## src/rtl/delayed_lif_neuron.sv

```systemverilog
// Leaky integrate-and-fire neuron with per-synapse tick-driven delay lines.
// Optional fired-spike counter is built only when NEURON_SPIKE_COUNT_EN is defined.
module delayed_lif_neuron #(
  parameter int M  = 4,
  parameter int W  = 8,
  parameter int DW = 3,
  parameter int VW = 12
) (
  input  logic                 clk,
  input  logic                 reset,
  input  logic                 enable,
  input  logic                 delay_tick,
  input  logic [M-1:0]         input_spikes,
  input  logic [M*W-1:0]       weights,
  input  logic signed [VW-1:0] threshold,
  input  logic [VW-1:0]        decay,
  input  logic [7:0]           refractory_period,
  input  logic [M*DW-1:0]      delay_values,
  input  logic [M-1:0]         delay_en,
  output logic                 spike_out,
  output logic signed [VW-1:0] membrane,
  output logic                 refractory,
  output logic [15:0]          spike_count
);

  localparam int D = (1 << DW) - 1;
  localparam logic signed [VW-1:0] V_MAX = {1'b0, {(VW-1){1'b1}}};
  localparam logic signed [VW-1:0] V_MIN = {1'b1, {(VW-1){1'b0}}};

  typedef enum logic {INTEG, REFRACT} state_t;

  state_t                state_q;
  logic signed [VW-1:0]  v_q;
  logic [7:0]            cnt_q;
  logic                  spike_q;
  logic                  tick_q;
  logic [M-1:0]          pend_q, pend_d;
  logic [D-1:0]          sr_q [M];
  logic [D-1:0]          sr_d [M];

  logic [DW-1:0]         dsel [M];
  logic [M-1:0]          evt;
  logic signed [VW-1:0]  syn_sum;
  logic signed [VW+1:0]  v_ext, dec_ext, diff;
  logic signed [VW-1:0]  leak;
  logic signed [VW:0]    sum_ext;
  logic signed [VW-1:0]  v_d;
  logic                  fire;

  // Pending bits hold spikes arriving between ticks; a tick folds them into the line.
  always_comb begin
    pend_d = pend_q;
    for (int i = 0; i < M; i++) begin
      sr_d[i] = sr_q[i];
      if (delay_tick) begin
        sr_d[i]   = (sr_q[i] << 1) | D'(pend_q[i] | input_spikes[i]);
        pend_d[i] = 1'b0;
      end else if (input_spikes[i]) begin
        pend_d[i] = 1'b1;
      end
    end
  end

  always_comb begin
    evt = '0;
    for (int i = 0; i < M; i++) begin
      dsel[i] = delay_values[i*DW +: DW];
      if (delay_en[i] && (dsel[i] != '0))
        evt[i] = tick_q & sr_q[i][dsel[i] - DW'(1)];
      else
        evt[i] = input_spikes[i];
    end
  end

  always_comb begin
    syn_sum = '0;
    for (int i = 0; i < M; i++) begin
      if (evt[i])
        syn_sum = syn_sum + {{(VW-W){weights[i*W+W-1]}}, weights[i*W +: W]};
    end
  end

  // Leak pulls v toward zero without crossing it; two guard bits keep the difference exact.
  always_comb begin
    v_ext   = {{2{v_q[VW-1]}}, v_q};
    dec_ext = {2'b00, decay};
    diff    = '0;
    leak    = '0;
    if (v_q > 0) begin
      diff = v_ext - dec_ext;
      leak = (diff < 0) ? '0 : diff[VW-1:0];
    end else if (v_q < 0) begin
      diff = v_ext + dec_ext;
      leak = (diff > 0) ? '0 : diff[VW-1:0];
    end
  end

  always_comb begin
    sum_ext = {leak[VW-1], leak} + {syn_sum[VW-1], syn_sum};
    if (sum_ext[VW] != sum_ext[VW-1])
      v_d = sum_ext[VW] ? V_MIN : V_MAX;
    else
      v_d = sum_ext[VW-1:0];
    fire = (state_q == INTEG) && (v_d >= threshold);
  end

  always_ff @(posedge clk or negedge reset) begin
    if (!reset) begin
      state_q <= INTEG;
      v_q     <= '0;
      cnt_q   <= '0;
      spike_q <= 1'b0;
      tick_q  <= 1'b0;
      pend_q  <= '0;
      for (int i = 0; i < M; i++) sr_q[i] <= '0;
    end else if (enable) begin
      tick_q  <= delay_tick;
      pend_q  <= pend_d;
      for (int i = 0; i < M; i++) sr_q[i] <= sr_d[i];
      spike_q <= 1'b0;
      case (state_q)
        INTEG: begin
          if (fire) begin
            v_q     <= '0;
            spike_q <= 1'b1;
            cnt_q   <= refractory_period;
            state_q <= (refractory_period != 8'd0) ? REFRACT : INTEG;
          end else begin
            v_q <= v_d;
          end
        end
        REFRACT: begin
          v_q   <= '0;
          cnt_q <= cnt_q - 8'd1;
          if (cnt_q == 8'd1) state_q <= INTEG;
        end
        default: state_q <= INTEG;
      endcase
    end else begin
      spike_q <= 1'b0;
    end
  end

  assign spike_out  = spike_q;
  assign membrane   = v_q;
  assign refractory = (state_q == REFRACT);

`ifdef NEURON_SPIKE_COUNT_EN
  logic [15:0] spk_cnt_q;

  always_ff @(posedge clk or negedge reset) begin
    if (!reset)
      spk_cnt_q <= '0;
    else if (enable && fire && (spk_cnt_q != 16'hFFFF))
      spk_cnt_q <= spk_cnt_q + 16'd1;
  end

  assign spike_count = spk_cnt_q;
`else
  assign spike_count = '0;
`endif

endmodule
```

## config.mk

```make
export PLATFORM = sky130hd
export DESIGN_NAME = delayed_lif_neuron
export DESIGN_NICKNAME = d
export VERILOG_FILES = /design/src/rtl/delayed_lif_neuron.sv
export SDC_FILE = /design/constraint.sdc
export NUM_CORES = 1
export LEC_CHECK = 0
export CAP_MARGIN = 20
export CORE_ASPECT_RATIO = 0.5
export CORE_MARGIN = 3
export CORE_UTILIZATION = 45
export DETAILED_ROUTE_END_ITERATION = 10
export GPL_TIMING_DRIVEN = 0
export PLACE_DENSITY_LB_ADDON = 0.25
export RECOVER_POWER = 50
export SLEW_MARGIN = 10
export SYNTH_ARGS = -nofsm -noshare
export SYNTH_HDL_FRONTEND = slang
export SYNTH_SLANG_ARGS = --single-unit
```

## constraint.sdc

```tcl
create_clock -name clk -period 26.9 [get_ports clk]
set_input_delay 5.38 -clock clk [delete_from_list [all_inputs] [get_ports clk]]
set_output_delay 5.38 -clock clk [all_outputs]
set_load 0.02 [all_outputs]
```

Word level (Yosys, flattened, before mapping)

Cells that the tools add are included.

Bits in registers: 55
Logic and storage cells: 110
Bits of input ports: 88

Bitwise operators: 13
$add $sub $neg: 11
Multiplexer cells: 41
Eq/ne operators: 3
Order comparisons: 9
Reductions and logical operators: 20

Operators by type and width:

| cell                                                           | count |
|---|---|
| 2-to-1 mux 12 bit                                              | 11 |
| adder 12 bit                                                   | 3 |
| bitwise OR 7 x 1 -> 7 bit                                      | 4 |
| case mux 12 bit (2 select lines)                               | 1 |
| 2-to-1 mux 1 bit                                               | 22 |
| less-than comparator 3 x 4 -> 1 bit, second input constant     | 4 |
| case mux 8 bit (2 select lines)                                | 1 |
| adder 12 x 13 -> 14 bit                                        | 1 |
| greater-than comparator 14 x 1 -> 1 bit, second input constant | 1 |
| less-than comparator 14 x 1 -> 1 bit, second input constant    | 1 |
| subtractor 12 x 13 -> 14 bit                                   | 1 |
| adder 12 x 12 -> 13 bit                                        | 1 |
| binary-select mux 1 bit (select 3 bit)                         | 4 |
| greater-or-equal comparator 12 bit                             | 1 |
| greater-than comparator 12 x 1 -> 1 bit, second input constant | 1 |
| less-than comparator 12 x 1 -> 1 bit, second input constant    | 1 |
| AND reduction 2 bit                                            | 6 |
| nonzero test 3 bit                                             | 4 |
| subtractor 3 x 1 -> 3 bit, second input constant               | 4 |
| == test 8 x 1 -> 1 bit, second input constant                  | 1 |
| 2-to-1 mux 8 bit                                               | 1 |
| nonzero test 2 bit                                             | 4 |
| nonzero test 8 bit                                             | 1 |
| subtractor 8 x 1 -> 8 bit, second input constant               | 1 |
| other kinds (7)                                                | 17 |

Logic depth before layout (Yosys ltp)

Depth after elaboration: 20
Depth in mapped cells: 48
Mapped depth without buffers: 46

Worst setup path after synthesis

Ideal clock, no wire load.

Kind: in2reg
Start point: input delay_values[0]
End point: register cnt_q[6]
Data arrival time: 14.100 ns
Library setup time: 0.078 ns
Cell stages on the path: 42
Path slack: 12.723 ns
Path buffers: 2
Cell sequence: buf_2 > inv_1 > ha_1 > ha_1 > mux4_2 > o41ai_4 > and2_1 > ha_1 > fa_1 > mux2i_1 > inv_1 > ha_1 > a211oi_1 > nor2_1 > nor4_1 > o31a_1 > xnor2_1 > mux2_2 > (+6 left out) > xnor2_1 > mux2_2 > ha_1 > o41ai_1 > xnor2_2 > and2_0 > clkbuf_1 > o21bai_1 > ha_1 > nand2b_1 > a21o_1 > a21o_1 > a211oi_1 > o22ai_1 > and2_1 > o311ai_1 > o221ai_1 > a21oi_1

Cells in the longest elaborated chain, start to end: 19

Ends and longest elaborated chain:

| element                                                   | line     | RTL |
|---|---|---|
| from (decl)                                               | 18       | `input logic [M*DW-1:0] delay_values,` |
| subtractor 3 x 1 -> 3 bit                                 | 69       | `evt[i] = tick_q & sr_q[i][dsel[i] - DW'(1)];` |
| binary-select mux 1 bit (select 3 bit)                    | 69       |  |
| 2-to-1 mux 1 bit (not written as such)                    | 69       |  |
| AND 1 bit                                                 | 69       |  |
| 2-to-1 mux 1 bit (*)                                      | 68       | `if (delay_en[i] && (dsel[i] != '0))` |
| 2-to-1 mux 12 bit (*)                                     | 78       | `if (evt[i])` |
| adder 12 bit                                              | 79       | `syn_sum = syn_sum + {{(VW-W){weights[i*W+W-1]}}, weights[i*W +: W]};` |
| 2-to-1 mux 12 bit (*)                                     | 78       |  |
| (+3 left out)                                             | -        |  |
| 2-to-1 mux 12 bit (*)                                     | 78       |  |
| adder 12 x 12 -> 13 bit (*)                               | 99       | `sum_ext = {leak[VW-1], leak} + {syn_sum[VW-1], syn_sum};` |
| 2-to-1 mux 12 bit / != test 1 bit (equally long branches) | 101, 100 |  |
| 2-to-1 mux 12 bit (*)                                     | 100      | `if (sum_ext[VW] != sum_ext[VW-1])` |
| greater-or-equal comparator 12 bit (*)                    | 104      | `fire = (state_q == INTEG) && (v_d >= threshold);` |
| logical AND 1 bit (*)                                     | 104      |  |
| != test 2 bit (no source line) (*)                        | -        |  |
| AND reduction 2 bit (no source line) (*)                  | -        |  |
| to (signal assigned)                                      | 126      | `cnt_q <= refractory_period;` |
| to (signal assigned)                                      | 134      | `cnt_q <= cnt_q - 8'd1;` |
| to (decl)                                                 | 34       | `logic [7:0] cnt_q;` |

Mark *: on every way between the ends. The rest lies on a longest branch, timed or not. The select of a mux whose other input is x is not followed.
A chain may end at the register's enable or synchronous reset.

Final worst setup path

Start point: input delay_values[1]
End point: register cnt_q[6]

Same word-level chain as after synthesis.

==> results.md <==
* Power Density at 102.9 nW/µm²
* Max-slew headroom at -5.289%
* Yosys top cell by area: dfrtp_1
* CTS sink cnt at 55
* Async SR Flop Fraction at 100.0%
* Total negative slack at 0 ns
* Count of pins over their slew limit at 58
* Maximum number of pins on one net before global-route repair at 31
* Ranking of synthesized cells by area: dfrtp_1 (20%), ha_1 (16%), mux2_2 (6.4%), a21oi_1 (5.0%), inv_1 (4.8%)
* Register bit total from synthesis at 55
* # rows at 31
* Total power draw at 0.8582 mW
* I/O pin cnt at 118
* Ys flop type: dfrtp_1
* Final wirelength at 17340 µm
* Worst reg-to-reg setup slack at 16.77 ns
* Worst hold path startpoint: sr_q[13]$_DFFE_PN0P_
* Iter 0 DRT Violations at 377
* Post-CTS setup buffer count at 0
* # resized after CTS at 0
* Post-CTS Hold Buffers at 0
* RR Endpoint: cnt_q[6]$_DFFE_PN0P_
* Layout cell share with drive strength beyond 1 at 9.226%
* Post-synthesis sequential area ratio at 20.07%
* Nets at 1126
* Width of the die at 180.6 µm
* Period minus WS final at 15.74 ns
* Mapped cell area at 6859 µm²
* Final period utilization at 58.49%
* Root buf cell: clkbuf_16
* Post-synth top area share at 20.07%
* Clock transition at path regs at 0.08 ns
* Status: finished, violations left
* Peak VDD IR at 61.77 µV
* YS warnings at 0
* Slowest stage delay, CP at 0.77 ns
* Routed vias at 6315
* Worst hold path depth at 1
* CTS tree: yes
* Synth cell types at 74
* Initial antenna violation count at 0
* Vias in the first global route at 5907
* GRT Resource Usage Total at 20.79%
* Worst Skew at 0.01484 ns
* Setup ws final at 11.16 ns
* Worst setup EP type: register
* Residual DRC at 0
* DPL Wire Length at 14360 µm
* Total CTS buffers at 5
* Skew-Pair Late Insertion Delay at 0.30 ns
* Setup Viol. Count Final at 0
* Placement Setup Slack at 10.95 ns
* Count of input and output buffers at 100
* Initial Util at 46.66%
* Reg2reg path depth at 41
* Area grow syn2layout at 21.63%
* Crit start category: primary input
* Syn Area/Cell at 8.375 µm²
* RSZ-0062 raised after global routing: no
* WL/cell at 15.19 µm
* First-pass GRT wire length at 29180 µm
* Leak pwr at 3.897 nW
* CP Data Arrival Time at 15.97 ns
* HP Class: register to register
* Post-synth EDFFs at 0
* Antenna Nets Post-Route at 0
* Core ar. at 14700 µm²
* Gr ovfl total at 0
* Routed vias/inst at 5.530
* Drt pass-1 iters at 5
* Most frequent CP cell: ha_1
* Critical path fanouts, max at 9
* Chip Height at 93.30 µm
* R2r startpoint: sr_q[21]$_DFFE_PN0P_
* Max-cap violations at 2
* Syn Inst Count at 819
* Hold Vio Cnt, Final at 0
* Critical path required time at 27.13 ns
* Worst Max-Slew Pin Slew at 1.579 ns
* CTS max path bufs at 2
* Die area at 16850 µm²
* Violated checks: max-capacitance violations, max-slew violations
* H-Tree Depth at 2
* Critical path class: primary input to register
* Fmax at 0.06355 GHz
* Gpl congestion at 0.9056
* CP max-delay cell: o311ai_1
* WHS Endpoint: sr_q[13]$_DFFE_PN0P_
[sequential cells by signal (all words and copies together), names as in the netlist]
signal	count
tick_q	1
pend_q	4
membrane	12
sr_q	28
cnt_q	8
refractory	1
spike_out	1
[metrics by stage]
stage	area, µm²	cells	hold slack [ns]	utilization (%)
after floorplan	6915	834	0.4624	-
after global placement	8164	1132	0.4919	55.54
after detailed placement	8192	1134	0.4945	55.72
after CTS	8358	1141	0.5103	56.86
after global routing	8341	1141	0.5272	56.74
final	8343	1142	0.5075	56.75
[cells in the final DEF (no fill, tap or decap), drive strengths merged, types with 24 or more instances in the layout]
master         instances
a21oi                 70
buf                   24
clkdlybuf4s50         98
dfrtp                 55
ha                    89
inv                   89
mux2                  39
nand2                 34
nor2                  59
o21ai                 53
xnor2                 32
[how the worst max path moves through the flow]
| stage | endpoint | startpoint | cells past startpoint |
|---|---|---|---|
| floorplan | cnt_q[6]$_DFFE_PN0P_ | delay_values[0] | 42 |
| global placement | cnt_q[6]$_DFFE_PN0P_ | delay_values[1] | 42 |
| detailed placement | cnt_q[6]$_DFFE_PN0P_ | delay_values[1] | 44 |
| CTS | cnt_q[6]$_DFFE_PN0P_ | delay_values[1] | 44 |
| global route | cnt_q[6]$_DFFE_PN0P_ | delay_values[1] | 44 |
| finish | cnt_q[6]$_DFFE_PN0P_ | delay_values[1] | 44 |
[power by group]
group,switching (mW),total (mW),internal (mW),leakage (nW)
logic,0.351,0.636,0.286,3.13
clock network,0.0316,0.0758,0.0442,0.0818
registers,0.0339,0.146,0.112,0.688
total,0.416,0.858,0.442,3.90
[synthesized netlist by cell type, types with 5 or more instances]
cell        n
xnor2_1    31
xor2_1     14
o22ai_1    10
buf_4      16
and2_1     10
o21ai_0    52
mux2i_1    12
inv_1      88
nand2b_1   18
nor2b_1     9
nor3_1     17
a21o_1     21
clkbuf_1   14
o21a_1      8
nor2_1     58
fa_1        6
a21oi_1    68
nand2_1    34
mux2_2     39
ha_1       89
o221ai_1    8
a211oi_1    6
nor4_1      8
dfrtp_1    55
a31oi_1     9
nand3_1    13
or3_1       6
maj3_1      6
o2bb2ai_1   5
o21bai_1    9
[critical path: cells and delay by family]
family          cells  cell delay [ns]
mux                 4             1.32
simple gates        9             1.61
compound gates     17             4.32
fa+ha+maj           8             2.34
buf+inv             4             0.83
xor+xnor            2             0.18
[final cells by class]
type                       count  area (µm²)
clock buffer                   5       125.1
timing repair buffer         102        1006
tap                          198       247.7
multi-input combinational    654        5011
clock inverter                 2       41.29
antenna                        1       2.502
buffer                        37       202.7
fill                        1369        6357
inverter                      88       330.3
sequential                    55        1376
[layer usage]
metal | global-route usage, % | share of wire [%]
met1 | 31.89 | 53
met2 | 31.64 | 41
met3 | 2.681 | 5.1
met4 | 3.382 | 0.74
met5 | 0 | 0
[logic make-up after synthesis]
family / share of synthesized area (%)
other: 0.05467
XOR/XNOR: 5.983
AO/OA/AOI/OAI: 23.84
multiplexers: 9.467
flip-flops: 20.07
buffers and inverters: 7.771
adder cells (fa/ha/maj): 18.86
AND/OR/NAND/NOR: 13.96
No activity file was read; power rests on OpenSTA's default activity.
